File: config.mk
export PLATFORM = sky130hd
export DESIGN_NAME = bopit_round_ctrl
export DESIGN_NICKNAME = d
export VERILOG_FILES = /design/src/rtl/bopit_round_ctrl.sv
export SDC_FILE = /design/constraint.sdc
export NUM_CORES = 1
export LEC_CHECK = 0
export ABC_AREA = 1
export BUFFER_PORTS_ARGS = -buffer_cell sky130_fd_sc_hd__buf_2
export CAP_MARGIN = 10
export CORE_ASPECT_RATIO = 0.6
export CORE_MARGIN = 2
export CORE_UTILIZATION = 64
export DETAILED_ROUTE_END_ITERATION = 7
export GPL_TIMING_DRIVEN = 0
export PLACE_DENSITY = 0.84
export SYNTH_ARGS = -nofsm -noshare
export SYNTH_HDL_FRONTEND = slang
export SYNTH_SLANG_ARGS = --single-unit
File: constraint.sdc
create_clock -name clk -period 4.4 [get_ports clk]
set_input_delay 0.22 -clock clk [delete_from_list [all_inputs] [get_ports clk]]
set_output_delay 0.22 -clock clk [all_outputs]
set_load 0.05 [all_outputs]
File: src/rtl/bopit_round_ctrl.sv
// rtl/bopit_round_ctrl.sv - Bop-it round sequencer: command issue, countdown, scoring
// A pseudo-random command is issued each round; the window shrinks every STEP_HITS hits.
module bopit_round_ctrl #(
  parameter int TICK_DIV  = 100000000,
  parameter int WIN_START = 5,
  parameter int WIN_MIN   = 1,
  parameter int STEP_HITS = 5,
  parameter int MAX_SCORE = 99
) (
  input  logic       clk,
  input  logic       rst,
  input  logic       start,
  input  logic [2:0] act,
  output logic [1:0] cmd,
  output logic [6:0] score,
  output logic [6:0] hi_score,
  output logic [3:0] time_left,
  output logic [2:0] state_o,
  output logic       game_over,
  output logic       flash
);

  typedef enum logic [2:0] {
    S_IDLE  = 3'd0,
    S_ISSUE = 3'd1,
    S_WAIT  = 3'd2,
    S_GAP   = 3'd3,
    S_OVER  = 3'd4
  } state_t;

  localparam int TW = (TICK_DIV > 1) ? $clog2(TICK_DIV) : 1;
  localparam int HW = $clog2(STEP_HITS + 1);
  localparam logic [TW-1:0] TICK_LAST   = TW'(TICK_DIV - 1);
  localparam logic [3:0]    WIN_START_L = 4'(WIN_START);
  localparam logic [3:0]    WIN_MIN_L   = 4'(WIN_MIN);
  localparam logic [HW-1:0] STEP_L      = HW'(STEP_HITS);
  localparam logic [6:0]    MAX_L       = 7'(MAX_SCORE);

  state_t        state_q, state_d;
  logic [1:0]    cmd_q, cmd_d;
  logic [6:0]    score_q, score_d, hi_q, hi_d, score_inc;
  logic [3:0]    tl_q, tl_d, win_q, win_d;
  logic [HW-1:0] hits_q, hits_d, hits_inc;
  logic [TW-1:0] tick_cnt_q, tick_cnt_d;
  logic [15:0]   lfsr_q, lfsr_d;
  logic          over_q, over_d, flash_q, flash_d;
  logic          start_q, start_prev_q;
  logic [2:0]    act_q, act_prev_q;
  logic          tick, start_edge, hit, miss, new_game;
  logic [2:0]    act_edge, cmd_mask;

  always_ff @(posedge clk) begin
    if (rst) begin
      state_q      <= S_IDLE;
      cmd_q        <= 2'd3;
      score_q      <= '0;
      hi_q         <= '0;
      tl_q         <= '0;
      win_q        <= WIN_START_L;
      hits_q       <= '0;
      tick_cnt_q   <= '0;
      lfsr_q       <= 16'hACE1;
      over_q       <= 1'b0;
      flash_q      <= 1'b0;
      start_q      <= 1'b0;
      start_prev_q <= 1'b0;
      act_q        <= '0;
      act_prev_q   <= '0;
    end else begin
      state_q      <= state_d;
      cmd_q        <= cmd_d;
      score_q      <= score_d;
      hi_q         <= hi_d;
      tl_q         <= tl_d;
      win_q        <= win_d;
      hits_q       <= hits_d;
      tick_cnt_q   <= tick_cnt_d;
      lfsr_q       <= lfsr_d;
      over_q       <= over_d;
      flash_q      <= flash_d;
      start_q      <= start;
      start_prev_q <= start_q;
      act_q        <= act;
      act_prev_q   <= act_q;
    end
  end

  always_comb begin
    tick       = (tick_cnt_q == TICK_LAST);
    start_edge = start_q & ~start_prev_q;
    act_edge   = act_q & ~act_prev_q;
    // cmd=3 shifts the bit out, so every edge counts as wrong outside a valid command
    cmd_mask   = 3'b001 << cmd_q;
    hit        = |(act_edge & cmd_mask);
    miss       = |(act_edge & ~cmd_mask);
    score_inc  = (score_q == MAX_L) ? score_q : score_q + 7'd1;
    hits_inc   = hits_q + 1'b1;

    lfsr_d     = {1'b0, lfsr_q[15:1]} ^ (lfsr_q[0] ? 16'hB400 : 16'h0000);
    tick_cnt_d = (tick || state_q == S_ISSUE) ? '0 : tick_cnt_q + 1'b1;

    state_d  = state_q;
    cmd_d    = cmd_q;
    score_d  = score_q;
    hi_d     = hi_q;
    tl_d     = tl_q;
    win_d    = win_q;
    hits_d   = hits_q;
    over_d   = 1'b0;
    flash_d  = 1'b0;
    new_game = 1'b0;

    case (state_q)
      S_IDLE: begin
        cmd_d    = 2'd3;
        new_game = start_edge;
      end
      S_ISSUE: begin
        cmd_d   = (lfsr_q[1:0] == 2'd3) ? 2'd0 : lfsr_q[1:0];
        tl_d    = win_q;
        state_d = S_WAIT;
      end
      S_WAIT: begin
        if (miss) begin
          cmd_d   = 2'd3;
          state_d = S_OVER;
          over_d  = 1'b1;
        end else if (hit) begin
          score_d = score_inc;
          cmd_d   = 2'd3;
          if (hits_inc == STEP_L) begin
            hits_d = '0;
            win_d  = (win_q > WIN_MIN_L) ? win_q - 4'd1 : WIN_MIN_L;
          end else begin
            hits_d = hits_inc;
          end
          if (score_inc == MAX_L) begin
            state_d = S_OVER;
            over_d  = 1'b1;
          end else begin
            state_d = S_GAP;
          end
        end else if (tick) begin
          if (tl_q == 4'd1) begin
            tl_d    = 4'd0;
            cmd_d   = 2'd3;
            state_d = S_OVER;
            over_d  = 1'b1;
          end else begin
            tl_d = tl_q - 4'd1;
          end
        end
      end
      S_GAP: begin
        cmd_d = 2'd3;
        if (tick) state_d = S_ISSUE;
      end
      S_OVER: begin
        cmd_d   = 2'd3;
        flash_d = flash_q ^ tick;
        if (over_q && score_q > hi_q) hi_d = score_q;
        new_game = start_edge;
      end
      default: begin
        cmd_d   = 2'd3;
        state_d = S_IDLE;
      end
    endcase

    if (new_game) begin
      score_d = '0;
      win_d   = WIN_START_L;
      hits_d  = '0;
      flash_d = 1'b0;
      state_d = S_ISSUE;
    end
  end

  assign cmd       = cmd_q;
  assign score     = score_q;
  assign hi_score  = hi_q;
  assign time_left = tl_q;
  assign state_o   = state_q;
  assign game_over = over_q;
  assign flash     = flash_q;

endmodule

[Word-level counts from Yosys, hierarchy flattened]
Index checks and enable logic that the tools add are counted.
Cells by class
  add/subtract/negate cells: 5
  $mul: 0
  div/mod/pow operators: 0
  magnitude comparators: 2
  equal/unequal tests: 20
  shift-type cells: 1
  multiplexer cells: 29
  bitwise gates (word level): 13
  reduce and logical (&&, ||, !) cells: 18
Operator list (number)
  $add A27 B1 Y27 const B: 1
  $eq A27 B27 Y1 const B: 1
  $mux W3: 7
  $mux W4: 5
  $mux W16: 1
  $reduce_and A4 Y1: 4
  $xor A15 B16 Y16: 1
  $eq A7 B7 Y1 const B: 2
  $pmux W3 S4: 1
  $mux W2: 5
  $ne A5 B5 Y1 const B: 2
  $and A3 B3 Y3: 3
  $reduce_or A3 Y1: 3
  $ne A2 B2 Y1 const B: 4
  $ne A4 B4 Y1 const B: 2
  $pmux W4 S2: 1
  $reduce_or A2 Y1: 4
  $sub A4 B1 Y4 const B: 2
  $add A7 B1 Y7 const B: 1
  $gt A7 B7 Y1: 1
  $mux W1: 7
  $mux W7: 1
  $eq A3 B2 Y1 const B: 2
  $eq A3 B3 Y1 const B: 2
  other kinds (19): 25
Word-level totals
  bits in registers: 83
  bits in latches: 0
  memory bits (writable): 0
  ROM bits: 0
  bits of input ports: 6
  output and inout port bits: 25
  logic and storage cells: 104
  memories kept: 0

[Longest topological paths before layout]
Gate-level depths: netlist (run 1).
  depth after elaboration: 8
  mapped depth: 12

[Worst setup path after synthesis (run 1)]
OpenSTA, ideal clock, no wires.
  kind: register to register
  start: reg hi_q[2] (netlist: hi_score[2])
  end: reg hi_q[1] (netlist: hi_score[1])
  arrival time: 1.898 ns
  data required time: 4.283 ns
  slack: 2.386 ns
  stages on the path, launching flop included: 11
  path buffers: 1
  cell sequence: dfxtp_1 inv_1 ha_1 nand2_1 o21ai_0 nand2_1 o211ai_1 clkbuf_1 nand3_1 nand2_1 nor2_1
On the way
  longest elaborated chain between the ends: 3
Ends and longest elaborated chain
  start: declaration: RTL line 41  | logic [6:0] score_q, score_d, hi_q, hi_d, score_inc;
  start signal: assignment: RTL line 73  | hi_q <= hi_d;
  $gt A7 B7 Y1: RTL line 161  | if (over_q && score_q > hi_q) hi_d = score_q;
  $logic_and A1 B1 Y1: RTL line 161
  $reduce_and A2 Y1 (no line)
Every way passes these cells.
A chain may end at the register's enable or synchronous reset.

[Worst setup path after layout (run 1)]
  start: reg score_q[2] (netlist: score[2])
  end: reg hi_q[3] (netlist: hi_score[3])
On the way
  longest elaborated chain between the ends: 3
Ends and longest elaborated chain
  start: declaration: RTL line 41
  start signal: assignment: RTL line 72  | score_q <= score_d;
  $gt A7 B7 Y1: RTL line 161
  $logic_and A1 B1 Y1: RTL line 161
  $reduce_and A2 Y1 (no line)
Every way passes these cells.

==> flow_summary.ini, run 1 <==
[worst_setup_path]
cp_max_fo = 10
critical_path.cell_chain = ha_1 > nand2_1 > o21ai_0 > nand2_1 > o211ai_1 > clkbuf_1 > nand3_1 > nand2_1 > nor2_1
path_delay_family = buffers and inverters
crit_slowest_cell = clkbuf_1
crit_buf_inv = 1
critPathKind = reg2reg
crit_arrival_ns = 2.43
cp_common_cell = nand2_1
cp-end-kind = flop
max_stage_delay_ns = 0.47
crit_required_ns = 4.67
startpoint_type = flop

[sta]
fmax_mhz = 462.7
tightest_slew_ns = 0.5953
setup_slack_ns = 2.239
hold_viol_final = 0
fin_setup_tns_ns = 0
finalCritPeriodShare = 0.4912
finClkSkew_ns = 0.006034
period_minus_slack_ns = 2.161
rsz0062_at_grt = no
setup_violations = 0
slew_headroom = 0.6032
drv_slew = 0

[clock_tree]
clockBufferDepth = 2
ctsRootBufferMaster = clkbuf_8
htree_levels = 3
cts_buffers = 9
ctsHoldBuffers = 0
cts.repair.resized = 0
insertion_delay_ns = 0.37
cts.sinks = 83
clk_pin_slew_ns = 0.08
cts_tree = yes
cts_setup_buffers = 0

[cells_and_area]
final_nets = 638
area_growth_pct = 10.93
diodes = 0
drive_above_1_share = 0.1302
fin_util = 0.7435
num-fill-cells = 471

[synth]
synth_area_leader_cell = dfxtp_1
synth_area_leaders = dfxtp_1, nand2_1, inv_1
synth.cell_area_um2 = 4133
synthArstFlopShare = 0
ys_seq_elements = 83
syn_nets = 598
synth_most_common_cell = nand2_1
synth_edf_count = 0
synth_warnings = 0
synth_top_area_frac = 0.4021
ys_seq_area_frac = 0.4021
ys.flop_type = dfxtp_1
synth_common_cells = nand2_1, inv_1, nor2_1
postSynthCellCount = 577
syn_area_per_cell_um2 = 7.162
synth_cell_type_count = 38

[global_routing]
grt_pass1_vias = 3277
antenna_found_initial = 0
grt_pass1_wl_um = 15380
grt_max_degree = 16
track_usage = 0.2838
overflow = 0

[drt]
drc_errors = 0
wl_per_cell_um = 13.43
drt.antenna.violating_nets = 0
wirelength_um = 9480
via_count = 3825
dr.first_iter.drc_count = 403
drtPass1Iterations = 5
vias_per_cell = 5.418

[place]
io_buffers = 29
gp_congestion = 0.9303
post-dp-hpwl_um = 7144
place_ws_ns = 2.342

[power]
sequentialPowerShare = 0.547
swShare = 0.2549
p_leak_nw = 2.205
power_density_nw_per_um2 = 311.6
p_total_mw = 1.428
p_int_mw = 1.064
p_sw_uw = 364.1
ir_worst_vdd_uv = 296.5
clkPwrFrac = 0.387
pwr-share-comb = 0.066

[floorplanning]
die_w_um = 107.7
core_um2 = 6166
start_util = 0.6703
num_io_pins = 31
fp.dieH_um = 66.25
fp.dieArea_um2 = 7137
rows = 22

[status]
outcome = finished, final reports clean

[hold_path]
holdCritPathClass = in2reg

[run]
maxCapViolCount = 0
worst reg2reg max path: stages (launching register included):
cell and delay, ns:
dfxtp_1 0.41, ha_1 0.34, nand2_1 0.08, o21ai_0 0.22
nand2_1 0.10, o211ai_1 0.19, clkbuf_1 0.47, nand3_1 0.14
nand2_1 0.08, nor2_1 0.05
registers in the layout, indices dropped and copies added (netlist names), 2 cells and up:
name,count
lfsr_q,16
state_o,3
score,7
cmd,2
act_prev_q,3
hits_q,3
time_left,4
win_q,4
tick_cnt_q,27
act_q,3
hi_score,7
layer usage:
layer  global-route usage  share of wire
met5                    0              0
met4              0.08814          0.013
met3              0.09557          0.088
met2               0.3852           0.39
met1               0.4183           0.51
cells in the final DEF, fill, tap and decap left out, drive strengths merged, types with 2 or more instances in the layout:
cell and count:
o21ai 28, nor3b 3, inv 95, nor3 17, a21oi 32, clkinv 5, xor2 12, ha 15
buf 34, o211a 2, nand3 43, nand4 16, o211ai 2, dfxtp 83, o22ai 3, nor2 93
nand2 102, xnor2 8, clkbuf 15, o21bai 2, or2 5
logic make-up after synthesis:
family / synth area share
xor gates and xnor gates: 0.04239
DFF: 0.4021
AOI/OAI and AO/OA: 0.09295
and+or+nand+nor: 0.3188
adders and majority gates: 0.04541
buffers and inverters: 0.09840
path summary, 6_finish.rpt:
kind | from | to | slack, ns | cells after the start
worst max-delay path | score[2] | hi_score[3] | 2.24 | 9
worst min-delay path | act[0] | act_q[0] | 0.05 | 3
worst max register to register | score[2] | hi_score[3] | 2.24 | 9
worst min register to register | lfsr_q[5] | lfsr_q[4] | 0.41 | 2
power groups by stage:
| stage | clock network, mW | logic (mW) | registers, mW |
|---|---|---|---|
| CTS | 0.559 | 0.0936 | 0.782 |
| global route | 0.583 | 0.106 | 0.784 |
| finish | 0.552 | 0.0942 | 0.782 |
| detailed placement | 0 | 0.0930 | 0.799 |
| global placement | 0 | 0.0908 | 0.798 |
| floorplan | 0 | 0.0554 | 0.812 |
cell type report:
cell class,count,area [um2],share of cell area
plain buffers,11,50.05,0.01092
clock buffers,9,123.9,0.02702
clock inverters,7,77.57,0.01692
inverters,95,356.6,0.07778
multi-input cells,388,2064,0.4503
flip-flops and latches,83,1662,0.3624
well taps,84,105.1,0.02293
repair buffers,29,145.1,0.03166
per-stage QoR:
step	hold WS [ns]	area, um2	instances
after CTS	0.03766	4584	706
after global routing	0.05201	4584	706
after detailed placement	0.3975	4383	690
after floorplan	0.3270	4133	577
after global placement	0.3928	4383	690
final	0.04723	4584	706
Power figures use the tool's default switching activity.
==> run 2, diff against run 1 <==
--- a/config.mk
+++ b/config.mk
@@ -10,10 +10,10 @@
 export CAP_MARGIN = 10
 export CORE_ASPECT_RATIO = 0.6
 export CORE_MARGIN = 2
-export CORE_UTILIZATION = 64
+export CORE_UTILIZATION = 54
 export DETAILED_ROUTE_END_ITERATION = 7
 export GPL_TIMING_DRIVEN = 0
-export PLACE_DENSITY = 0.84
+export PLACE_DENSITY = 0.76
 export SYNTH_ARGS = -nofsm -noshare
 export SYNTH_HDL_FRONTEND = slang
 export SYNTH_SLANG_ARGS = --single-unit
==> constraint.sdc (replaced) <==
create_clock -name clk -period 1.8 [get_ports clk]
set_input_delay 0.09 -clock clk [delete_from_list [all_inputs] [get_ports clk]]
set_output_delay 0.09 -clock clk [all_outputs]
set_load 0.05 [all_outputs]
==> run 2 against run 1 <==
  * Utilization shrank 4.7 points
  * Worst hold slack gained 0.20 ns
  * Sequential share of layout area is 2.8 points lower
  * Register-to-register slack worse by 2.2 ns
  * Largest power group unchanged
  * Non-clock buffer count grew 16
  * Clock power rose to 3.4 times the previous value
  * Wire length up 9.5%
  * Via count increased by 2.2%
  * First-iteration DRC count up 4.0%
  * Clock-buffer cell count is the same
==> flow_summary.ini, run 2 (synthesis results as in run 1) <==
[drt]
via_count = 3908
vias_per_cell = 5.267
dr.first_iter.drc_count = 419
wl_per_cell_um = 13.99
wirelength_um = 10380
drtPass1Iterations = 6
drc_errors = 0
drt.antenna.violating_nets = 0

[place]
dp_cells = 710
dpl_cell_area_um2 = 4431
place_ws_ns = -0.01728
io_buffers = 29
post-dp-hpwl_um = 7154
gp_congestion = 0.9559

[clock_tree]
clockBufferDepth = 2
htree_levels = 3
ctsRootBufferMaster = clkbuf_16
clk_pin_slew_ns = 0.07
cts_buffers = 9
insertion_delay_ns = 0.35
cts_tree = yes
cts.sinks = 83

[cells_and_area]
layout_common_cells = nand2_1, inv_1, nor2_1
seq_area_um2 = 1704
num-fill-cells = 602
final_area_um2 = 5100
fin_util = 0.6960
final_common_cell = nand2_1
instances_no_fill = 742
drive_above_1_share = 0.2257
top_regs = tick_cnt_q: 27 flops, lfsr_q: 16 flops
multi_input_area_um2 = 2272
largest_reg_flops = 27
final_nets = 654
regMostFlops = tick_cnt_q
diodes = 0
area_growth_pct = 23.40

[worst_setup_path]
crit_slowest_cell = dfxtp_1
max_stage_delay_ns = 0.39
cp-end-kind = flop
critical_path.cell_chain = inv_1 > nor3_2 > inv_1 > nor2_2 > nand2_4 > inv_2 > buf_4 > o21ai_1 > a21oi_1
cp_max_fo = 10
crit_arrival_ns = 2.02
crit_required_ns = 2.07
cp_common_cell = inv_1
startpoint_type = flop
critPathKind = reg2reg

[global_routing]
antenna_found_initial = 0
grt_pass1_wl_um = 15980
grt_pass1_vias = 3357
overflow = 0
track_usage = 0.2464
grt_max_degree = 19

[sta]
slew_headroom = 0.6605
period_minus_slack_ns = 1.751
fin_setup_tns_ns = 0
finClkSkew_ns = 0.007597
fmax_mhz = 571.0
finalCritPeriodShare = 0.9729
drv_slew = 0
setup_slack_ns = 0.04880
setup_violations = 0
hold_viol_final = 0
tightest_slew_ns = 0.5047

[floorplanning]
start_util = 0.5640
fp.dieH_um = 71.77
fp.dieArea_um2 = 8392
core_um2 = 7327
die_w_um = 116.9
rows = 24
num_io_pins = 31

[power]
power_density_nw_per_um2 = 786.3
ir_worst_vdd_uv = 538.6
p_leak_nw = 2.400

[hold_path]
holdCritPathClass = in2reg

[run]
maxCapViolCount = 0

[status]
outcome = finished, final reports clean
-- run 2: area by class of cell --
class                   count  area share
multi-input cells         388      0.4455
flip-flops and latches     83      0.3342
inverters                  95     0.06992
repair buffers             45     0.05299
clock buffers               9     0.04416
well taps                 104     0.02552
clock inverters             7     0.01595
plain buffers              11     0.01178
-- run 2: critical path: cells and delay by family, from the launching register on --
| kind | cells | cell delay (ns) |
|---|---|---|
| compound gates | 2 | 0.21 |
| buf+inv | 4 | 0.55 |
| flops | 1 | 0.39 |
| simple gates | 3 | 0.53 |
-- run 2: repair_timing --
item	CTS	global route
buffers inserted	0	10
resized for setup	5	55
cloned	0	2
hold buffers	4	0
endpoints found under the setup margin	22	42
pin swaps	0	8
endpoints found under the hold margin	4	0
-- run 2: routing by layer --
metal	track usage	vias up	routed length (um)
met1	0.3879	1765	5155
met4	0.06797	0	172
met3	0.07699	22	903
li1	-	1953	-
met2	0.3173	168	4148
met5	0	-	0
-- run 2: worst paths after layout --
path,end,start,depth (start not counted),slack [ns]
worst max-delay path,score[4],state_o[1],9,0.05
worst min-delay path,lfsr_q[6],rst,2,0.25
worst max register to register,score[4],state_o[1],9,0.05
worst min register to register,lfsr_q[2],lfsr_q[3],2,0.40
-- run 2: where the power goes --
group | leakage [nW] | internal [mW] | switching (mW)
sequential | 0.687 | 1.88 | 0.0313
combinational | 1.56 | 0.0832 | 0.170
clock | 0.150 | 0.990 | 0.858
-- run 2: per-stage QoR --
stage | hold slack (ns) | total power [mW]
after floorplan | 0.1970 | 2.120
after global placement | 0.2941 | 2.175
after detailed placement | 0.2972 | 2.182
after CTS | 0.2356 | 4.021
after global routing | 0.2694 | 4.163
final | 0.2510 | 4.010
